## src/rtl/disp_scan_pkg.sv

```systemverilog
// Shared constants and types for the four-digit display scanner.
package disp_scan_pkg;

    localparam int DIGITS  = 4;
    localparam int NIB_W   = 4;
    localparam int VALUE_W = DIGITS * NIB_W;

    localparam logic [DIGITS-1:0] AN_OFF = 4'b1111;

    typedef struct packed {
        logic [VALUE_W-1:0] value;
        logic [DIGITS-1:0]  points;
    } disp_word_t;

    localparam disp_word_t DISP_WORD_ZERO = '{value: '0, points: '0};

    function automatic logic [NIB_W-1:0] nibble_of(input logic [VALUE_W-1:0] v,
                                                   input logic [1:0] k);
        logic [NIB_W-1:0] n;
        n = '0;
        case (k)
            2'd0: n = v[3:0];
            2'd1: n = v[7:4];
            2'd2: n = v[11:8];
            2'd3: n = v[15:12];
            default: n = '0;
        endcase
        return n;
    endfunction

endpackage

```

## src/rtl/disp_prescaler.sv

```systemverilog
// Free-running digit-slot prescaler; tick marks the last cycle of a slot,
// dead marks the first (anode dead time).
module disp_prescaler #(
    parameter int PRESCALE_W = 17
) (
    input  logic clk,
    input  logic rst_n,
    output logic tick,
    output logic dead
);

    logic [PRESCALE_W-1:0] presc;

    always_ff @(posedge clk or negedge rst_n) begin
        if (!rst_n) begin
            presc <= '0;
        end else begin
            presc <= presc + 1'b1;
        end
    end

    assign tick = &presc;
    assign dead = (presc == '0);

endmodule

```

## src/rtl/disp_scan.sv

```systemverilog
// Four-digit multiplexed display scanner feeding a hex-to-7-segment decoder.
// Define DISP_SCAN_LZB_EN to enable leading-zero blanking of digits 3..1.
module disp_scan
    import disp_scan_pkg::*;
#(
    parameter int PRESCALE_W = 17
) (
    input  logic              clk,
    input  logic              rst_n,
    input  logic [15:0]       value,
    input  logic [3:0]        points,
    input  logic              load,
    output logic              pending,
    output logic              D0,
    output logic              D1,
    output logic              D2,
    output logic              D3,
    output logic              point,
    output logic              LE,
    output logic [3:0]        AN,
    output logic              frame_tick
);

    logic       tick;
    logic       dead;
    logic [1:0] dig;
    disp_word_t shadow;
    disp_word_t pend;
    logic       pend_flag;
    disp_word_t incoming;

    logic [NIB_W-1:0]  nib;
    logic [DIGITS-1:0] an_sel;
    logic [DIGITS-1:0] blank;

    disp_prescaler #(
        .PRESCALE_W (PRESCALE_W)
    ) u_presc (
        .clk   (clk),
        .rst_n (rst_n),
        .tick  (tick),
        .dead  (dead)
    );

    assign frame_tick = tick && (dig == 2'd3);
    assign incoming   = '{value: value, points: points};

    always_ff @(posedge clk or negedge rst_n) begin
        if (!rst_n) begin
            dig <= 2'd0;
        end else if (tick) begin
            dig <= dig + 2'd1;
        end
    end

    // A load on the frame edge itself bypasses pend so it shows next cycle.
    always_ff @(posedge clk or negedge rst_n) begin
        if (!rst_n) begin
            shadow    <= DISP_WORD_ZERO;
            pend      <= DISP_WORD_ZERO;
            pend_flag <= 1'b0;
        end else if (frame_tick) begin
            if (load) begin
                shadow    <= incoming;
                pend_flag <= 1'b0;
            end else if (pend_flag) begin
                shadow    <= pend;
                pend_flag <= 1'b0;
            end
        end else if (load) begin
            pend      <= incoming;
            pend_flag <= 1'b1;
        end
    end

`ifdef DISP_SCAN_LZB_EN
    always_comb begin
        logic hi_zero;
        blank   = '0;
        hi_zero = 1'b1;
        for (int k = DIGITS - 1; k > 0; k--) begin
            hi_zero  = hi_zero && (nibble_of(shadow.value, 2'(k)) == '0);
            blank[k] = hi_zero && !shadow.points[k];
        end
    end
`else
    assign blank = '0;
`endif

    always_comb begin
        an_sel = ~(4'b0001 << dig);
        if (dead) begin
            AN = AN_OFF;
        end else begin
            AN = an_sel | blank;
        end
    end

    assign nib     = nibble_of(shadow.value, dig);
    assign D0      = nib[0];
    assign D1      = nib[1];
    assign D2      = nib[2];
    assign D3      = nib[3];
    assign point   = shadow.points[dig];
    assign LE      = 1'b0;
    assign pending = pend_flag;

endmodule

```

## config.mk

```make
export PLATFORM = sky130hd
export DESIGN_NAME = disp_scan
export DESIGN_NICKNAME = d
export VERILOG_FILES = /design/src/rtl/disp_scan_pkg.sv /design/src/rtl/disp_prescaler.sv /design/src/rtl/disp_scan.sv
export SDC_FILE = /design/constraint.sdc
export NUM_CORES = 1
export LEC_CHECK = 0
export BUFFER_PORTS_ARGS = -buffer_cell sky130_fd_sc_hd__buf_2
export CORE_ASPECT_RATIO = 2
export CORE_MARGIN = 2
export CORE_UTILIZATION = 35
export DETAILED_ROUTE_END_ITERATION = 10
export GPL_ROUTABILITY_DRIVEN = 0
export SLEW_MARGIN = 20
export SYNTH_ARGS = -nofsm -noshare
export SYNTH_HDL_FRONTEND = slang
export SYNTH_SLANG_ARGS = --single-unit
```

## constraint.sdc

```tcl
create_clock -name clk -period 3.4 [get_ports clk]
set_clock_uncertainty 0.05 [all_clocks]
set_input_delay 0.51 -clock clk [delete_from_list [all_inputs] [get_ports clk]]
set_output_delay 0.51 -clock clk [all_outputs]
set_load 0.03 [all_outputs]
```

After elaboration in Yosys (flattened, before gate mapping) --
Index checks and enable logic that the tools add are counted.
Word-level totals: flip-flop bits (word level) 60, latch bits 0, bits in writable memories 0, ROM bits 0, input bits 23, output and inout port bits 12, logic and storage cells 32, memories 0
Cells by class: $add $sub $neg 2, multiply operators 0, div/mod/pow operators 0, $lt $le $gt $ge 1, equal/unequal tests 3, shifts and indexed selects 1, multiplexer cells 8, bitwise operators 2, reduce and logical (&&, ||, !) cells 8
Operators by type and width (number):
- two-way mux 20 bit | 2
- adder 17 x 1 -> 17 bit (second input constant) | 1
- logical NOT 17 bit | 1
- AND reduction 17 bit | 1
- one-hot mux 4 bit (4 select lines) | 1
- equality test 2 bit (second input constant) | 2
- two-way mux 4 bit | 1
- inverter 4 bit | 1
- AND reduction 2 bit | 2
- nonzero test 2 bit | 2
- << shifter 1 x 2 -> 4 bit (first input constant) | 1
- less-than comparator 2 x 3 -> 1 bit (second input constant) | 1
- two-way mux 1 bit | 3
- adder 2 x 1 -> 2 bit (second input constant) | 1
- binary-select mux 1 bit (select 2 bit) | 1
- equality test 2 x 1 -> 1 bit (second input constant) | 1
- logical NOT 2 bit | 1
- logical AND 1 bit | 1
- inverter 1 bit | 1

Longest topological paths before layout --
Gate-level depths: netlist of run 1.
word-level depth 4, mapped depth 9, gate-level depth less buffers 8

Cells and area by module --
Synthesis of run 1 repeated with hierarchy kept, for this count alone.
Second synthesis, totals: cells, all modules 210, area, all modules 2962.8 µm²
Modules (own cells, without submodules):
- disp_scan | instances 1, cells each 144, area an instance 2142.1 µm², sequential area each 1076.0 µm²
- disp_prescaler | instances 1, cells each 66, area an instance 820.8 µm², sequential area each 425.4 µm²

Worst setup path after synthesis of run 1 --
Ideal clock, no wire load.
kind reg2reg, start point reg u_presc.presc[0], end point reg pend[1] in the netlist's numbering, setup time 0.128 ns, arrival 2.477 ns, data required time 3.222 ns, slack 0.745 ns, cell stages (with the launch flop) 10, buffers on the path 1, period minus slack after synthesis 2.655 ns, cells stage by stage dfrtp_1 > ha_1 > nand3_2 > or4_4 > nor2_1 > ha_1 > and2_1 > nor2b_1 > buf_2 > mux2_1
On the way: longest elaborated chain between the ends 4
Ends and longest elaborated chain:
- start, declared | RTL line disp_prescaler.sv:12 | logic [PRESCALE_W-1:0] presc;
- start signal, assigned | RTL line disp_prescaler.sv:18 | presc <= presc + 1'b1;
- AND reduction 17 bit | RTL line disp_prescaler.sv:22 | assign tick = &presc;
- logical AND 1 bit | RTL line disp_scan.sv:45 | assign frame_tick = tick && (dig == 2'd3);
- via frame_tick | RTL line disp_scan.sv:21 | output logic frame_tick
- inverter 1 bit (no line)
- AND reduction 2 bit (no line)
- end signal, assigned | RTL line disp_scan.sv:71 | pend <= incoming;
- end, declared | RTL line disp_scan.sv:28 | disp_word_t pend;
The timed path passes the listed nets, and every way through them passes these cells. A chain may end at the register's enable or synchronous reset.

Worst setup path in the final report of run 1 --
start point reg u_presc.presc[0], end point out frame_tick
On the way: longest elaborated chain between the ends 2
Ends and longest elaborated chain (RTL line):
- AND reduction 17 bit | disp_prescaler.sv:22
- logical AND 1 bit | disp_scan.sv:45
- end, declared | disp_scan.sv:21
No other way between the ends.

==> flow_summary.ini, run 1 <==
[global_routing]
grt_usage_pct = 14.6
grt_pass1_vias = 1921
grt_max_degree = 44
grt_pass1_wl_mm = 9.32
antenna_found_initial = 0
grt_overflow = 0

[clocking]
postCtsSetupBuffers = 0
ctsHoldBuffers = 0
root_buffer = clkbuf_16
cts_buffers = 9
clk_path_buf_depth = 2
cts_resized = 0
clock_latency_ns = 0.32
clock-sinks = 60
cts_tree = built
cts_max_level = 3
cts.clk_slew.worst_paths_ns = 0.05

[worst_setup_path]
ff2ff_path_depth = 8
r2r-start = u_presc.presc[0]
start_kind = flop
arrival_ns = 2.43
end_kind = output port
rrSetupSlack_ns = 0.58
cp_max_fo = 5
crit_type = flop to output port
worstPathRequired_ns = 2.84
worstReg2RegEnd = pend[14]

[route]
vias = 1857
wl_mm = 5.37
viasPerCell = 5.01
drt_iter0_markers = 106
dr.pass1.iters = 5
wl_per_cell_um = 14.5
ant_nets = 0
route.detailed.drc = 0

[timing]
timing.setup.tns_ns = 0
rsz0062_at_grt = no
finalCritPeriodShare_pct = 88.1
whs_ns = 0.291
max_slew.worst_pin.slew_ns = 1.04
finalSetupViolCount = 0
min_period_ns = 2.99
drv_slew = 0
relSlewSlack_pct = 30.4
fmax_mhz = 334
hold_viol_final = 0

[floorplan]
initial_utilization_pct = 35.4
core_mm2 = 0.00783
num_io_pins = 35
dieArea_mm2 = 0.00870
num_rows = 46
fp.dieW_um = 67.0
die_h_um = 130

[logic_synthesis]
syn-cell-area_mm2 = 0.00277
synth_top_area_share_pct = 54.1
yosys.area.top_type = dfrtp_1
synth_fp_nets = 266
synth-async-reset-ratio_pct = 100
ys_seq_area_share_pct = 54.1
syn_inst = 235
ys_types = 31
syn_avg_cell_area_um2 = 11.8
yosysWarningCount = 0
synth_edf_count = 0
synth_ff_type = dfrtp_1
ys_ff_latch = 60
synth_area_leaders = dfrtp_1 54%, mux2i_1 8.7%, mux2_2 7.7%

[power_and_ir_drop]
power.density_mw_per_mm2 = 531
p_leak_nw = 1.59
vdd_drop_max_mv = 0.363
p_total_w = 0.00177

[final_layout]
fin_util_pct = 42.7
layout.nets = 302
final_cell_count_no_fill = 371
layout_common_cells = 60 x dfrtp_1, 33 x buf_2, 27 x nand2_1, 24 x mux2i_1, 21 x o21ai_0
drive_gt1_share_pct = 27.6
final_common_cell = dfrtp_1
areaGrowthSynthToFinish_pct = 20.4
n_antenna_cell = 0
fillCellCount = 794

[placed_design]
io_buffers = 33
dp_hpwl_mm = 3.82
dp_cells = 356

[worst_hold_path]
hp-class = input port to async pin

[outcome]
run_status = finished clean

[job]
drv_cap = 0
-- metrics by stage --
step / setup slack [ns] / cell area (µm²)
CTS: 0.386 / 3340
detailed placement: 0.565 / 3030
global route: 0.206 / 3340
global placement: 0.670 / 3030
finish: 0.406 / 3340
floorplan: 0.745 / 2770
-- synth_stat cells (all sizes together) (4+ instances only) --
master and n:
clkbuf 4, ha 8, dfrtp 60, nand3 6, a222oi 4, inv 11, o21ai 21, mux2i 24
nor3 4, xnor2 6, buf 7, nand4 5, xor2 9, nor4 6, nor2 5, nand2 27
mux2 20
-- sequential cells by signal (all words and copies together), names as in the netlist --
name           count
dig                2
pend              20
pending            1
shadow            20
u_presc.presc     17
-- worst max path at each step --
stage,startpoint,to,slack (ns),depth (start not counted)
2_1_floorplan,u_presc.presc[0],pend[1],0.75,9
3_3_place_gp,u_presc.presc[0],pend[11],0.67,8
3_5_place_dp,u_presc.presc[0],pend[3],0.57,8
4_1_cts,u_presc.presc[0],frame_tick,0.39,7
5_1_grt,u_presc.presc[1],frame_tick,0.21,7
6_report,u_presc.presc[0],frame_tick,0.41,7
-- cell type report --
cell class	count	area (µm²)	share of cell area, %
clock buffers	10	229	6.86
repair buffers	36	188	5.62
flip-flops and latches	60	1500	45.0
inverters	11	41.3	1.24
well taps	96	120	3.60
multi-input cells	153	1180	35.4
clock inverters	5	77.6	2.32
-- metal layers --
| metal | share of wire (%) | routed length [µm] | track usage (%) |
|---|---|---|---|
| met2 | 46 | 2470 | 20.7 |
| met1 | 46 | 2480 | 19.8 |
| met5 | 0 | 0 | 0 |
| met4 | 1.7 | 94 | 6.48 |
| met3 | 6.0 | 324 | 5.43 |
-- report_power, final --
group          leakage, nW  switching (W)  internal (W)
clock                0.148       0.000301      0.000633
sequential           0.773      0.0000117      0.000739
combinational        0.668      0.0000444     0.0000447
total                 1.59       0.000358       0.00142
-- critical path: stages (launching register included) --
cell and delay (ns):
dfrtp_1 0.39, ha_1 0.23, nand3_2 0.12, or4_4 0.55, nor2_1 0.12, ha_1 0.25, and2_1 0.21, buf_2 0.23
-- logic make-up after synthesis --
kind of cell	count (synthesis)	share of synthesized area, %
other cells	1	0.135
buf+inv	22	3.34
compound gates	26	5.50
simple gates	58	10.7
flops	60	54.1
xor+xnor	15	5.01
mux	45	17.6
fa+ha+maj	8	3.61
Power figures use the tool's default switching activity.
==> run 2: changes to the inputs <==
--- a/config.mk
+++ b/config.mk
@@ -5,7 +5,7 @@
 export SDC_FILE = /design/constraint.sdc
 export NUM_CORES = 1
 export LEC_CHECK = 0
-export BUFFER_PORTS_ARGS = -buffer_cell sky130_fd_sc_hd__buf_2
+export BUFFER_PORTS_ARGS = -buffer_cell sky130_fd_sc_hd__clkbuf_2
 export CORE_ASPECT_RATIO = 2
 export CORE_MARGIN = 2
 export CORE_UTILIZATION = 35
==> run 2 against run 1 <==
Total power is 2.6% higher. Flip-flop and latch count stayed put. Clock power is 4.8% higher. Critical path type unchanged. Largest power group unchanged.
==> flow_summary.ini, run 2 (same netlist as run 1, synthesis figures left out) <==
[outcome]
run_status = finished clean

[final_layout]
areaGrowthSynthToFinish_pct = 21.1
fillCellCount = 788
final_common_cell = dfrtp_1
final_cell_area_mm2 = 0.00336
layout_common_cells = 60 x dfrtp_1, 33 x clkbuf_2, 27 x nand2_1, 24 x mux2i_1, 21 x o21ai_0
regArea_mm2 = 0.00150
drive_gt1_share_pct = 28.0
n_antenna_cell = 0
layout.nets = 302
multi_input_area_mm2 = 0.00118
reg_top3 = pend (20), shadow (20), u_presc.presc (17)

[clocking]
cts_resized = 0
clk_path_buf_depth = 2
cts_buffers = 9
clock-sinks = 60
root_buffer = clkbuf_16
ctsHoldBuffers = 0
clock_latency_ns = 0.33
cts_tree = built
cts_max_level = 3
postCtsSetupBuffers = 0
cts.clk_slew.worst_paths_ns = 0.05

[placed_design]
dp_hpwl_mm = 3.74
dpl_cell_area_mm2 = 0.00303
post-place-ws_ns = 0.529
io_buffers = 33

[floorplan]
num_io_pins = 35
core_mm2 = 0.00783
die_h_um = 130
initial_utilization_pct = 35.4
fp.dieW_um = 67.0
dieArea_mm2 = 0.00870
num_rows = 46

[global_routing]
grt_overflow = 0
antenna_found_initial = 0
grt_max_degree = 61
grt_pass1_vias = 1966
grt_pass1_wl_mm = 9.56
grt_usage_pct = 14.7

[worst_setup_path]
worstReg2RegEnd = pend[8]
arrival_ns = 2.45
ff2ff_path_depth = 8
r2r-start = u_presc.presc[0]
rrSetupSlack_ns = 0.56
start_kind = flop
critical-path-top-delay-family = simple AND/OR/NAND/NOR gates
cp_slowest_cell = or4_4
end_kind = output port
critPathBufInv = 1
slowest_delay_ns = 0.55
worstPathCellList = ha_1 > nand3_2 > or4_4 > nor2_1 > ha_1 > and2_1 > clkbuf_2
cp_max_fo = 5
worstPathRequired_ns = 2.84
crit_type = flop to output port
cp_common_cell = ha_1

[timing]
relSlewSlack_pct = 29.1
hold_viol_final = 0
rsz0062_at_grt = no
fmax_mhz = 332
min_period_ns = 3.01
drv_slew = 0
finalSetupViolCount = 0
fin_ws_ns = 0.391
finalCritPeriodShare_pct = 88.5
whs_ns = 0.303
max_slew.worst_pin.slew_ns = 1.06
timing.setup.tns_ns = 0

[power_and_ir_drop]
vdd_drop_max_mv = 0.353
power.density_mw_per_mm2 = 542
p_leak_nw = 1.60

[route]
ant_nets = 0
dr.pass1.iters = 4
drt_iter0_markers = 120
wl_mm = 5.45
viasPerCell = 4.98
wl_per_cell_um = 14.7
route.detailed.drc = 0
vias = 1847

[job]
drv_cap = 0

[worst_hold_path]
hp-class = input port to async pin
-- run 2: cell count changes in the layout (fill, tap and decap cells not counted) --
cell | before | now
clkbuf_2 | 0 | 33
clkbuf_1 | 1 | 0
clkbuf_8 | 0 | 2
clkinv_2 | 2 | 1
buf_2 | 33 | 0
-- run 2: metal layers --
layer / vias up / global-route usage, % / wire (µm)
met2: 50 / 20.8 / 2490
met3: 6 / 5.60 / 333
met1: 899 / 19.8 / 2560
met4: 0 / 7.20 / 69
li1: 892 / - / -
met5: - / 0 / 0
-- run 2: worst register-to-register path, delay by kind of cell, from the launching register on --
| kind | cells | cell delay, ns |
|---|---|---|
| and+or+nand+nor | 5 | 1.36 |
| adders and majority gates | 2 | 0.48 |
| muxes | 1 | 0.44 |
| DFF | 1 | 0.40 |
-- run 2: cell type report --
cell class                      count  share of cell area (%)
Sequential cell                    60                    44.7
Multi-Input combinational cell    153                    35.2
Clock buffer                       11                    7.53
Timing Repair Buffer               36                    5.59
Tap cell                           96                    3.58
Clock inverter                      4                    2.16
Inverter                           11                    1.23
-- run 2: how the worst max path moves through the flow --
stage,start,to,slack (ns),depth (start not counted)
floorplan,u_presc.presc[0],pend[1],0.75,9
global placement,u_presc.presc[0],pend[15],0.68,8
detailed placement,u_presc.presc[0],pend[8],0.53,8
CTS,u_presc.presc[1],frame_tick,0.35,7
global route,u_presc.presc[0],frame_tick,0.19,7
finish,u_presc.presc[1],frame_tick,0.39,7
-- run 2: through the flow --
step / instances / util [%] / power [W]
after global placement: 356 / 38.7 / 0.000849
final: 371 / 42.9 / 0.00182
after CTS: 371 / 42.9 / 0.00184
after global routing: 371 / 42.9 / 0.00189
after detailed placement: 356 / 38.7 / 0.000854
after floorplan: 235 / - / 0.000813
-- run 2: where the power goes --
group / total, W / internal (W) / switching [W]
registers: 0.000751 / 0.000739 / 0.0000116
clock network: 0.000980 / 0.000675 / 0.000305
logic: 0.0000895 / 0.0000445 / 0.0000450
total: 0.00182 / 0.00146 / 0.000362
==> run 3: changes to the inputs <==
--- a/config.mk
+++ b/config.mk
@@ -6,11 +6,15 @@
 export NUM_CORES = 1
 export LEC_CHECK = 0
 export BUFFER_PORTS_ARGS = -buffer_cell sky130_fd_sc_hd__clkbuf_2
+export CELL_PAD_IN_SITES_DETAIL_PLACEMENT = 0
+export CELL_PAD_IN_SITES_GLOBAL_PLACEMENT = 1
 export CORE_ASPECT_RATIO = 2
 export CORE_MARGIN = 2
 export CORE_UTILIZATION = 35
 export DETAILED_ROUTE_END_ITERATION = 10
 export GPL_ROUTABILITY_DRIVEN = 0
+export PLACE_DENSITY_LB_ADDON = 0.1
+export SETUP_SLACK_MARGIN = 0.1
 export SLEW_MARGIN = 20
 export SYNTH_ARGS = -nofsm -noshare
 export SYNTH_HDL_FRONTEND = slang
==> run 3 against run 2 <==
Flip-flop and latch count did not move. Final cell count rose by 0.54%. Design area rose by 0.56%. Combinational power rose by 0.7%. Clock power barely moved. Register-to-register slack barely moved. Setup slack got worse by 0.0072 ns. Maximum frequency fell by 0.24%. First-iteration DRC count fell by 3.3%. Sequential share of layout area fell by 0.25 points. Non-clock buffer count rose by 1.
==> flow_summary.ini, run 3 (same netlist as run 1, synthesis figures left out) <==
[floorplan]
initial_utilization_pct = 35.4
die_h_um = 130
num_io_pins = 35
core_mm2 = 0.00783
num_rows = 46
dieArea_mm2 = 0.00870
fp.dieW_um = 67.0

[route]
met1_length_mm = 2.45
viasPerCell = 4.89
ant_nets = 0
vias = 1825
drt_iter0_markers = 116
highest_layer = met4
route.detailed.drc = 0
wl_mm = 5.36
wl_met2_mm = 2.52
dr.pass1.iters = 4
wl_met3_um = 268
wl_per_cell_um = 14.4

[clocking]
cts_resized = 0
root_buffer = clkbuf_16
cts.clk_slew.worst_paths_ns = 0.05
cts_tree = built
ctsHoldBuffers = 0
postCtsSetupBuffers = 0
clock-sinks = 60
clk_path_buf_depth = 2
clock_latency_ns = 0.33
cts_max_level = 3
cts_buffers = 9

[timing]
fmax_mhz = 332
finalCritPeriodShare_pct = 88.7
drv_slew = 0
relSlewSlack_pct = 30.6
max_slew.worst_pin.slew_ns = 1.04
fin_ws_ns = 0.384
hold_viol_final = 0
rsz0062_at_grt = no
timing.setup.tns_ns = 0
finalSetupViolCount = 0
min_period_ns = 3.02

[global_routing]
grt_pass1_vias = 1960
grt_overflow = 0
grt_pass1_wl_mm = 9.55
grt_usage_pct = 15.2
grt_max_degree = 41
antenna_found_initial = 0

[final_layout]
n_antenna_cell = 0
final_cell_count_no_fill = 373
final_cell_area_mm2 = 0.00338
layout.nets = 303
areaGrowthSynthToFinish_pct = 21.7
final_common_cell = dfrtp_1
fillCellCount = 790
drive_gt1_share_pct = 28.5
reg_top3 = pend (20), shadow (20), u_presc.presc (17)
layout_common_cells = 60 x dfrtp_1, 33 x clkbuf_2, 27 x nand2_1, 24 x mux2i_1, 21 x o21ai_0

[job]
drv_cap = 0

[worst_setup_path]
slowest_delay_ns = 0.55
cp_max_fo = 5
crit_type = flop to output port
worstPathCellList = ha_1 > nand3_2 > or4_4 > nor2_1 > ha_1 > and2_1 > clkbuf_2
worstPathRequired_ns = 2.84
cp_slowest_cell = or4_4
cp_common_cell = ha_1
arrival_ns = 2.46
critical-path-top-delay-family = simple AND/OR/NAND/NOR gates
critPathBufInv = 1
start_kind = flop
end_kind = output port

[power_and_ir_drop]
vdd_drop_max_mv = 0.303
power.density_mw_per_mm2 = 547
p_leak_nw = 1.62
p_total_w = 0.00185

[outcome]
run_status = finished clean

[worst_hold_path]
hp-class = input port to async pin

[placed_design]
io_buffers = 33
post-place-ws_ns = 0.521
dpl_cell_area_mm2 = 0.00304
dp_cells = 357
dp_hpwl_mm = 3.75
==> run 3: cell types whose count changed in the layout (fill, tap and decap cells not counted) <==
cell,previous run,this run
clkbuf_8,2,3
clkinv_2,1,2
buf_4,3,4
clkinvlp_4,1,0
==> run 3: final timing paths <==
path	from	endpoint	slack, ns	cells after the start
worst min register to register	shadow[15]	shadow[15]	0.43	2
max in group asynchronous	rst_n	u_presc.presc[7]	2.36	2
worst max register to register	u_presc.presc[0]	pend[16]	0.57	8
min in group clk	value[4]	pend[8]	0.37	2
worst min-delay path	rst_n	u_presc.presc[16]	0.22	1
worst max-delay path	u_presc.presc[0]	frame_tick	0.38	7
==> run 3: where the power goes <==
| part | internal, W | switching (W) | total (W) |
|---|---|---|---|
| registers | 0.000739 | 0.0000107 | 0.000750 |
| logic | 0.0000453 | 0.0000448 | 0.0000901 |
| clock network | 0.000698 | 0.000309 | 0.00101 |
| total | 0.00148 | 0.000364 | 0.00185 |
==> run 3: per-stage QoR <==
stage                     utilization (%)  hold WS (ns)
after global placement               38.8         0.412
after detailed placement             38.8         0.421
final                                43.1         0.223
after global routing                 43.1         0.305
after CTS                            43.1         0.253
after floorplan                         -         0.164
==> run 3: area by class of cell <==
cell class,count,area (µm²),area share [%]
flip-flops and latches,60,1500,44.5
multi-input cells,153,1180,35.0
clock buffers,12,267,7.89
repair buffers,37,195,5.78
well taps,96,120,3.56
clock inverters,4,70.1,2.07
inverters,11,41.3,1.22
==> run 3: worst reg2reg max path, stage by stage (launching register included) <==
cell	delay, ns
dfrtp_1	0.40
ha_1	0.25
nand3_2	0.12
or4_4	0.15
nor2_1	0.05
ha_1	0.23
and2_1	0.21
nor2b_2	0.81
mux2_2	0.43
==> run 3: per-layer routing <==
layer / GRT usage [%] / vias up
li1: - / 900
met1: 18.9 / 876
met2: 23.1 / 40
met3: 4.66 / 9
met4: 8.64 / 0
met5: 0 / -
